`config.mk`:
```
export PLATFORM = sky130hd
export DESIGN_NAME = ahblite_busmatrix_inputstage_sub
export DESIGN_NICKNAME = d
export VERILOG_FILES = /design/src/rtl/ahblite_busmatrix_inputstage_sub.sv
export SDC_FILE = /design/constraint.sdc
export NUM_CORES = 1
export LEC_CHECK = 0
export BUFFER_PORTS_ARGS = -buffer_cell sky130_fd_sc_hd__buf_2
export CAP_MARGIN = 20
export CORE_ASPECT_RATIO = 1.25
export CORE_MARGIN = 10
export CORE_UTILIZATION = 40
export DETAILED_ROUTE_END_ITERATION = 8
export PLACE_DENSITY = 0.68
export SETUP_SLACK_MARGIN = 0.02
export SYNTH_ARGS = -nofsm -noshare
export SYNTH_HDL_FRONTEND = slang
export SYNTH_SLANG_ARGS = --single-unit
```
`constraint.sdc`:
```
create_clock -name HCLK -period 1.8 [get_ports HCLK]
set_input_delay 0.36 -clock HCLK [delete_from_list [all_inputs] [get_ports HCLK]]
set_output_delay 0.36 -clock HCLK [all_outputs]
set_load 0.05 [all_outputs]
```
`src/rtl/ahblite_busmatrix_inputstage_sub.sv`:
```
// AHB-Lite bus-matrix input stage: holds a master address phase until the output stage grants it.
// Optional BUSMATRIX_SEQ2NONSEQ_EN turns a held SEQ into NONSEQ toward the output stage.
module ahblite_busmatrix_inputstage_sub (
  input  logic        HCLK,
  input  logic        HRESETn,
  input  logic        HSEL,
  input  logic [31:0] HADDR,
  input  logic [1:0]  HTRANS,
  input  logic        HWRITE,
  input  logic [2:0]  HSIZE,
  input  logic [2:0]  HBURST,
  input  logic [3:0]  HPROT,
  input  logic        HREADY,
  input  logic        ACTIVE_SUB,
  input  logic        OS_HREADY,
  input  logic        HREADYOUT_SUB,
  input  logic        HRESP_SUB,
  output logic        HSEL_SUB,
  output logic [31:0] HADDR_SUB,
  output logic [1:0]  HTRANS_SUB,
  output logic        HWRITE_SUB,
  output logic [2:0]  HSIZE_SUB,
  output logic [2:0]  HBURST_SUB,
  output logic [3:0]  HPROT_SUB,
  output logic        TRANS_HOLD_SUB,
  output logic        HREADYOUT,
  output logic        HRESP
);

  logic        new_trans;
  logic        accept;
  logic        capture;
  logic        pend_q, pend_d;
  logic        data_phase_q, data_phase_d;

  logic        hsel_q;
  logic [31:0] haddr_q;
  logic [1:0]  htrans_q;
  logic        hwrite_q;
  logic [2:0]  hsize_q;
  logic [2:0]  hburst_q;
  logic [3:0]  hprot_q;
  logic [1:0]  held_htrans;

  always_comb begin
    new_trans      = HSEL & HTRANS[1] & HREADY;
    TRANS_HOLD_SUB = new_trans | pend_q;
    accept         = TRANS_HOLD_SUB & ACTIVE_SUB & OS_HREADY;
    capture        = new_trans & ~accept;
  end

  // pend and new_trans are mutually exclusive: HREADYOUT is low while pend is set.
  always_comb begin
    pend_d = pend_q;
    if (accept) begin
      pend_d = 1'b0;
    end else if (new_trans) begin
      pend_d = 1'b1;
    end
  end

  // data_phase only advances when the current slave data phase completes (or none is owned).
  always_comb begin
    data_phase_d = data_phase_q;
    if (OS_HREADY || !data_phase_q) begin
      data_phase_d = accept;
    end
  end

  always_ff @(posedge HCLK or negedge HRESETn) begin
    if (!HRESETn) begin
      pend_q       <= 1'b0;
      data_phase_q <= 1'b0;
    end else begin
      pend_q       <= pend_d;
      data_phase_q <= data_phase_d;
    end
  end

  always_ff @(posedge HCLK or negedge HRESETn) begin
    if (!HRESETn) begin
      hsel_q   <= 1'b0;
      haddr_q  <= 32'h0;
      htrans_q <= 2'b00;
      hwrite_q <= 1'b0;
      hsize_q  <= 3'b000;
      hburst_q <= 3'b000;
      hprot_q  <= 4'h0;
    end else if (capture) begin
      hsel_q   <= HSEL;
      haddr_q  <= HADDR;
      htrans_q <= HTRANS;
      hwrite_q <= HWRITE;
      hsize_q  <= HSIZE;
      hburst_q <= HBURST;
      hprot_q  <= HPROT;
    end
  end

`ifdef BUSMATRIX_SEQ2NONSEQ_EN
  // A held SEQ may land after another master broke the burst, so restart it as NONSEQ.
  always_comb begin
    held_htrans = htrans_q;
    if (htrans_q == 2'b11) begin
      held_htrans = 2'b10;
    end
  end
`else
  always_comb begin
    held_htrans = htrans_q;
  end
`endif

  always_comb begin
    if (pend_q) begin
      HSEL_SUB   = hsel_q;
      HADDR_SUB  = haddr_q;
      HTRANS_SUB = held_htrans;
      HWRITE_SUB = hwrite_q;
      HSIZE_SUB  = hsize_q;
      HBURST_SUB = hburst_q;
      HPROT_SUB  = hprot_q;
    end else begin
      HSEL_SUB   = new_trans;
      HADDR_SUB  = HADDR;
      HTRANS_SUB = new_trans ? HTRANS : 2'b00;
      HWRITE_SUB = HWRITE;
      HSIZE_SUB  = HSIZE;
      HBURST_SUB = HBURST;
      HPROT_SUB  = HPROT;
    end
  end

  always_comb begin
    HREADYOUT = 1'b1;
    if (pend_q) begin
      HREADYOUT = 1'b0;
    end else if (data_phase_q) begin
      HREADYOUT = HREADYOUT_SUB;
    end
    HRESP = data_phase_q & HRESP_SUB;
  end

endmodule
```
### Word level (Yosys, flattened, before mapping)

Index checks and enable logic that the tools add are counted.

| storage, ports and cells | value |
|---|---|
| register bits | 48 |
| input port bits | 53 |
| output and inout port bits | 49 |

| cells by class | value |
|---|---|
| muxes and demuxes | 12 |
| bitwise gates (word level) | 8 |
| reductions and logical operators | 3 |

Operator list:

| kind | number |
|---|---|
| $mux W32 | 1 |
| $and A1 B1 Y1 | 6 |
| $mux W1 | 6 |
| $mux W3 | 2 |
| $mux W2 | 2 |
| $mux W4 | 1 |
| $reduce_bool A2 Y1 | 1 |
| $logic_not A1 Y1 | 1 |
| $logic_or A1 B1 Y1 | 1 |
| $not A1 Y1 | 1 |
| $or A1 B1 Y1 | 1 |

### Logic depth before layout (Yosys ltp)

Gate-level depths: netlist (run 1).

| depth | value |
|---|---|
| word-level depth | 7 |
| mapped depth | 4 |

### Worst setup path before layout (run 1)

OpenSTA, ideal clock, no wires.

| timing | value |
|---|---|
| path type | reg-to-output |
| start point | register pend_q |
| end point | output port HTRANS_SUB[0] |
| arrival | 1.828 ns |
| data required time | 1.440 ns |
| path slack | -0.388 ns |
| cell stages (with the launch flop) | 4 |
| buffers on the path | 2 |
| cells stage by stage | dfrtp_1 buf_2 buf_4 o21ai_0 |

| on the way | value |
|---|---|
| word-level cells in the longest chain between the ends | 1 |

RTL lines:

| element | RTL line | text |
|---|---|---|
| from (decl) | 33 | `logic pend_q, pend_d;` |
| from (signal assigned) | 75 | `pend_q <= pend_d;` |
| $mux W2 | 115 | `if (pend_q) begin` |
| to (decl) | 20 | `output logic [1:0] HTRANS_SUB,` |

Every way passes these cells.

### Worst setup path after layout (run 1)

| timing | value |
|---|---|
| start point | register pend_q |
| end point | output port HADDR_SUB[6] |

| on the way | value |
|---|---|
| word-level cells in the longest chain between the ends | 1 |

RTL lines:

| element | RTL line | text |
|---|---|---|
| $mux W32 | 115 |  |
| to (decl) | 19 | `output logic [31:0] HADDR_SUB,` |

Every way passes these cells.

==> impl_metrics.sql, run 1 <==
INSERT INTO impl_metrics (metric_group, metric, value, unit) VALUES
('critical_path', 'timing.setup.critical_path_class', 'reg -> out', ''),
('route', 'ant_nets', '0', ''),
('critical_path', 'worstSetupEndpointType', 'primary output', ''),
('clock_tree', 'cts_tree', 'yes', ''),
('pwr', 'maximum_resistive_drop_on_vdd', '606', 'uV'),
('status', 'violations_in_the_final_reports', 'negative setup slack', ''),
('cells_and_area', 'final_cells', '355', ''),
('clock_tree', 'clk_pin_slew', '0.10', 'ns'),
('critical_path', 'crit_fanout', '24', ''),
('pwr', 'p_int', '2.45', 'mW'),
('route', 'dr_vias', '1682', ''),
('global_routing', 'first_global_vias', '1867', ''),
('placed_design', 'placed_cells_incl_taps', '347', ''),
('timing', 'timing.final.max_slew_violations', '0', ''),
('floorplanning', 'starting_density_of_the_core', '41.1', '%'),
('worst_hold_path', 'worst_hold_path_type', 'in -> async', ''),
('clock_tree', 'cts-buffers-inserted', '5', ''),
('placed_design', 'pre_cts_slack', '0.263', 'ns'),
('synth', 'synthFlopType', 'dfrtp_1', ''),
('synth', 'synth_nets', '217', ''),
('route', 'avgViaCountPerCell', '4.74', ''),
('critical_path', 'start_kind', 'register', ''),
('flow_run', 'maxCapViolations', '0', ''),
('global_routing', 'pin_count_of_the_biggest_net_entering_global_routing', '49', ''),
('global_routing', 'combined_global_route_utilization_of_all_metal_layers', '11.5', '%'),
('placed_design', 'post-dp-hpwl', '4.24', 'mm'),
('timing', 'setup_viol', '21', ''),
('pwr', 'power_switching_share', '35.8', '%'),
('timing', 'setup_repair_after_global_routing_missed_its_margin', 'true', ''),
('timing', 'post-route-min-period', '1.82', 'ns'),
('synth', 'synth_cells', '164', ''),
('cells_and_area', 'area.sequential', '0.00120', 'mm2'),
('cells_and_area', 'multi_input_comb_area', '0.00126', 'mm2'),
('pwr', 'design_power_total', '3.82', 'mW'),
('timing', 'final_critical_path_share_of_the_clock_period', '101', '%'),
('floorplanning', 'die_height', '109', 'um'),
('pwr', 'clkPwrFrac', '20.8', '%'),
('timing', 'worst-slew-pin-transition', '0.595', 'ns'),
('cells_and_area', 'n_fill_cell', '550', ''),
('timing', 'hold_violations', '0', ''),
('cells_and_area', 'layout-drive-gt1-share', '76.3', '%'),
('status', 'outcome', 'finished, violations left', ''),
('critical_path', 'data_required_time_of_the_worst_path', '1.44', 'ns'),
('global_routing', 'antenna_found_initial', '0', ''),
('cells_and_area', 'final_nets', '322', ''),
('timing', 'maxClockFrequency', '0.549', 'GHz'),
('timing', 'timing.final.ws_setup', '-0.0218', 'ns'),
('cells_and_area', 'post_synthesis_to_final_layout_area_growth', '37.5', '%'),
('global_routing', 'grt.overflow.total', '0', ''),
('synth', 'synth_area_per_cell', '15.5', 'um2'),
('clock_tree', 'clkLatencyLatePin', '0.30', 'ns'),
('clock_tree', 'postCtsSetupRepairBufs', '0', ''),
('route', 'detailedRoute.firstIterationViolations', '46', ''),
('synth', 'yosysSeqAreaShare', '47.4', '%'),
('floorplanning', 'chipWidth', '91.2', 'um'),
('global_routing', 'grt_first_pass_wirelength', '9.39', 'mm'),
('route', 'detail_route.drc_violations', '0', ''),
('cells_and_area', 'insertedDiodeCount', '0', ''),
('pwr', 'seq_power_share', '37.0', '%'),
('timing', 'largest_clock_skew_in_the_final_design', '0.00886', 'ns'),
('clock_tree', 'cts-hold-fix-buffers', '0', ''),
('clock_tree', 'cts.path.max_buffers', '2', ''),
('cells_and_area', 'most_used_cells_in_the_layout_excluding_fill_and_tap_cells', 'buf_2 (54), mux2_4 (51), dfrtp_1 (47)', ''),
('route', 'drtPass1Iterations', '4', ''),
('pwr', 'logic_gate_share_of_total_power', '42.2', '%'),
('floorplanning', 'core_outline_area', '0.00617', 'mm2'),
('pwr', 'pwr_density_cell', '1100', 'mW/mm2'),
('cells_and_area', 'most_common_cell_after_layout_fill_and_taps_aside', 'buf_2', ''),
('floorplanning', 'i_o_pins', '102', ''),
('timing', 'worst_slew_margin_rel', '60.3', '%'),
('synth', 'ys_warn_count', '0', '');
## critical path, stage by stage (launching register included)
cell	delay, ns
dfrtp_2	0.42
buf_12	0.20
mux2_2	0.36
buf_6	0.15
## per-layer routing
layer / track usage (%) / vias to the layer above / routed length, um
li1: - / 788 / -
met1: 14.6 / 821 / 2590
met2: 18.0 / 69 / 2900
met3: 4.68 / 4 / 468
met4: 2.69 / 0 / 43
met5: 0 / - / 0
## area by class of cell
type	instances	area share, %
clock inverter	3	1.33
multi-input combinational	102	36.3
tap	85	3.05
inverter	5	0.538
sequential	48	34.5
timing repair buffer	107	22.4
clock buffer	5	1.97
## power by group through the flow
stage	Sequential [mW]	Clock, mW	Combinational (mW)
after floorplan	1.39	0	1.17
after global placement	1.41	0	1.43
after detailed placement	1.42	0	1.44
after CTS	1.41	0.833	1.58
after global routing	1.44	0.880	1.70
final	1.41	0.794	1.61
## timing repair
item,CTS,global route
setup endpoints to repair,46,48
resized for setup,62,19
hold endpoints to repair,0,0
## cell families (layout without fill, tap and decap cells)
family          count (synthesis)  after routing  synth area share, %
compound gates                  6              6                 1.23
buf+inv                        14            120                 4.79
mux                            87             87                 44.3
flops                          48             48                 47.4
simple gates                    9              9                 2.37
## worst paths after layout
kind	startpoint	endpoint	slack, ns	depth (start not counted)
setup / recovery	pend_q$_DFFE_PN0P_	HADDR_SUB[6]	-0.02	3
hold / removal	HRESETn	haddr_q[29]$_DFFE_PN0P_	0.16	2
setup reg to reg	pend_q$_DFFE_PN0P_	data_phase_q$_DFFE_PN0P_	0.72	3
hold reg to reg	held_htrans[1]$_DFFE_PN0P_	held_htrans[1]$_DFFE_PN0P_	0.46	2
max in group asynchronous	HRESETn	pend_q$_DFFE_PN0P_	1.22	2
min in group HCLK	ACTIVE_SUB	pend_q$_DFFE_PN0P_	0.27	2
## sequential cells by signal, indices dropped and copies added (netlist names)
name,cells
hprot_q,4
hburst_q,3
hsel_q,1
haddr_q,32
data_phase_q,1
pend_q,1
held_htrans,2
hsize_q,3
hwrite_q,1
## Yosys cell counts, types with 3 or more instances
master,n,share of area [%]
nand2_1,5,0.74
inv_1,5,0.74
a21oi_1,4,0.79
mux2_4,38,22
dfrtp_1,48,47
buf_12,3,2.4
buf_2,4,0.79
mux2_2,49,22
## per-stage QoR
| stage | cell area [um2] | hold WS [ns] | setup TNS [ns] | utilization [%] |
|---|---|---|---|---|
| floorplan | 2540 | 0.0644 | -0.348 | - |
| global placement | 3130 | 0.438 | 0 | 50.8 |
| detailed placement | 3130 | 0.446 | 0 | 50.8 |
| CTS | 3420 | 0.165 | -0.898 | 55.5 |
| global route | 3490 | 0.198 | -2.43 | 56.6 |
| finish | 3490 | 0.157 | -0.157 | 56.6 |
No activity file was read; power rests on OpenSTA's default activity.
==> run 2: changes to the inputs <==
Settings changed: CORE_MARGIN 10 to default, REMOVE_ABC_BUFFERS from default to 1.
==> run 2 against run 1 <==
Compared with the run above: die area fell by 33%; largest cell class unchanged; the flow still finishes with violations (negative setup slack); flip-flop and latch count unchanged; final cell count unchanged; global-route usage increased by 4.4 points; largest power group unchanged; highest routed layer unchanged; final area is 1.8% higher; first-iteration DRC count up 28%; combinational power increased by 4%.
==> impl_metrics.sql, run 2 (synthesis results as in run 1) <==
INSERT INTO impl_metrics (metric_group, metric, value, unit) VALUES
('cells_and_area', 'most_flops_register', 'haddr_q', ''),
('clock_tree', 'cts_htree_levels', '2', ''),
('cells_and_area', 'n_fill_cell', '544', ''),
('worst_hold_path', 'worst_hold_path_type', 'in -> reg', ''),
('global_routing', 'antenna_found_initial', '0', ''),
('cells_and_area', 'layout-drive-gt1-share', '76.3', '%'),
('floorplanning', 'chipWidth', '73.2', 'um'),
('placed_design', 'pre_cts_slack', '0.181', 'ns'),
('clock_tree', 'cts_tree', 'yes', ''),
('status', 'violations_in_the_final_reports', 'negative setup slack', ''),
('placed_design', 'port-buffer-count', '101', ''),
('pwr', 'clkPwrFrac', '19.9', '%'),
('route', 'wl_cell', '14.6', 'um'),
('pwr', 'p_int', '2.49', 'mW'),
('critical_path', 'crit_fanout', '19', ''),
('global_routing', 'pin_count_of_the_biggest_net_entering_global_routing', '47', ''),
('timing', 'maxClockFrequency', '0.549', 'GHz'),
('timing', 'timing.final.max_slew_violations', '0', ''),
('timing', 'setup_viol', '29', ''),
('route', 'avgViaCountPerCell', '4.70', ''),
('route', 'detailedRoute.firstIterationViolations', '59', ''),
('pwr', 'logic_gate_share_of_total_power', '43.3', '%'),
('global_routing', 'combined_global_route_utilization_of_all_metal_layers', '15.9', '%'),
('route', 'drtPass1Iterations', '4', ''),
('global_routing', 'grt_first_pass_wirelength', '8.19', 'mm'),
('timing', 'setup_repair_after_global_routing_missed_its_margin', 'true', ''),
('cells_and_area', 'most_used_cells_in_the_layout_excluding_fill_and_tap_cells', 'buf_2 (55), mux2_4 (48), dfrtp_1 (47)', ''),
('critical_path', 'worstSetupEndpointType', 'primary output', ''),
('critical_path', 'crit_path_arrival_time', '1.46', 'ns'),
('timing', 'worst-slew-pin-transition', '0.483', 'ns'),
('global_routing', 'first_global_vias', '1726', ''),
('critical_path', 'start_kind', 'register', ''),
('placed_design', 'placed_cells_incl_taps', '345', ''),
('timing', 'timing.hold.ws', '0.244', 'ns'),
('floorplanning', 'i_o_pins', '102', ''),
('cells_and_area', 'post_synthesis_to_final_layout_area_growth', '40.1', '%'),
('cells_and_area', 'largestRegisters', 'haddr_q x32, hprot_q x4', ''),
('floorplanning', 'starting_density_of_the_core', '41.1', '%'),
('cells_and_area', 'final_nets', '322', ''),
('cells_and_area', 'final_cells', '355', ''),
('timing', 'worst_slew_margin_rel', '67.7', '%'),
('timing', 'timing.final.ws_setup', '-0.0205', 'ns'),
('timing', 'hold_violations', '0', ''),
('floorplanning', 'die_height', '91.0', 'um'),
('timing', 'post-route-min-period', '1.82', 'ns'),
('clock_tree', 'clock_sinks', '48', ''),
('placed_design', 'gp_congestion', '0.726', ''),
('pwr', 'design_power_total', '3.84', 'mW'),
('cells_and_area', 'insertedDiodeCount', '0', ''),
('floorplanning', 'core_outline_area', '0.00617', 'mm2'),
('placed_design', 'post-dp-hpwl', '3.45', 'mm'),
('route', 'detail_route.wirelength', '5.19', 'mm'),
('cells_and_area', 'most_common_cell_after_layout_fill_and_taps_aside', 'buf_2', ''),
('critical_path', 'timing.setup.critical_path_class', 'reg -> out', ''),
('critical_path', 'data_required_time_of_the_worst_path', '1.44', 'ns'),
('clock_tree', 'clockRootBuffer', 'clkbuf_8', ''),
('pwr', 'maximum_resistive_drop_on_vdd', '582', 'uV'),
('route', 'ant_nets', '0', ''),
('floorplanning', 'core.rowCount', '32', ''),
('cells_and_area', 'largest_register_ff_count', '32', ''),
('clock_tree', 'clk_pin_slew', '0.09', 'ns'),
('pwr', 'switchingPower', '1.35', 'mW'),
('pwr', 'power_switching_share', '35.2', '%'),
('timing', 'final_critical_path_share_of_the_clock_period', '101', '%'),
('route', 'dr_vias', '1668', ''),
('clock_tree', 'cts-buffers-inserted', '5', ''),
('pwr', 'seq_power_share', '36.8', '%'),
('status', 'outcome', 'finished, violations left', ''),
('global_routing', 'grt.overflow.total', '0', ''),
('pwr', 'p_leak', '1.80', 'nW'),
('pwr', 'pwr_density_cell', '1080', 'mW/mm2'),
('clock_tree', 'clkLatencyLatePin', '0.29', 'ns'),
('floorplanning', 'dieArea', '0.00666', 'mm2'),
('flow_run', 'maxCapViolations', '0', ''),
('timing', 'largest_clock_skew_in_the_final_design', '0.0000490', 'ns'),
('clock_tree', 'cts.path.max_buffers', '2', ''),
('route', 'detail_route.drc_violations', '0', ''),
('timing', 'fin_tns_setup', '-0.225', 'ns');
## run 2: power groups by stage
| stage | logic [mW] | clock network (mW) | registers [mW] |
|---|---|---|---|
| floorplan | 1.12 | 0 | 1.42 |
| global placement | 1.41 | 0 | 1.42 |
| detailed placement | 1.41 | 0 | 1.43 |
| CTS | 1.64 | 0.801 | 1.41 |
| global route | 1.74 | 0.826 | 1.44 |
| finish | 1.67 | 0.763 | 1.41 |
## run 2: worst paths after layout
check | startpoint | slack [ns] | to | depth (start not counted)
max in group asynchronous | HRESETn | 0.81 | haddr_q[4]$_DFFE_PN0P_ | 3
worst min register to register | held_htrans[1]$_DFFE_PN0P_ | 0.46 | held_htrans[1]$_DFFE_PN0P_ | 2
worst min-delay path | ACTIVE_SUB | 0.24 | pend_q$_DFFE_PN0P_ | 2
worst max-delay path | pend_q$_DFFE_PN0P_ | -0.02 | HADDR_SUB[19] | 3
min in group asynchronous | HRESETn | 0.44 | data_phase_q$_DFFE_PN0P_ | 2
worst max register to register | pend_q$_DFFE_PN0P_ | 0.78 | data_phase_q$_DFFE_PN0P_ | 3
## run 2: cell type report
cell class              count  area (um2)  share of cell area, %
repair buffers            107         851                   24.0
multi-input cells         102        1260                   35.5
clock buffers               5        68.8                   1.94
inverters                   5        18.8                  0.528
clock inverters             3        42.5                   1.20
well taps                  85         106                   2.99
flip-flops and latches     48        1200                   33.8
## run 2: timing repair
item | CTS | global route
pin swaps | 0 | 0
setup endpoints to repair | 42 | 47
hold buffers | 1 | 0
setup buffers | 1 | 0
gates resized for setup | 86 | 16
hold endpoints to repair | 7 | 0
## run 2: critical path: stages (launching register included)
cell,delay (ns)
dfrtp_2,0.44
buf_12,0.20
mux2_2,0.37
buf_6,0.16
## run 2: layer usage
| metal | up-vias | global-route usage [%] | wire [um] | part of all wire [%] |
|---|---|---|---|---|
| met5 | - | 0 | 0 | 0 |
| met4 | 0 | 5.56 | 69 | 1.3 |
| met3 | 7 | 2.55 | 196 | 3.8 |
| met2 | 47 | 27.9 | 2820 | 54 |
| met1 | 825 | 19.2 | 2110 | 41 |
| li1 | 789 | - | - | - |
## run 2: per-stage QoR
stage / utilization (%) / cell area, um2
3_5_place_dp: 50.3 / 3100
5_1_grt: 57.6 / 3550
4_1_cts: 56.7 / 3500
2_1_floorplan: - / 2430
3_3_place_gp: 50.3 / 3100
6_report: 57.6 / 3550
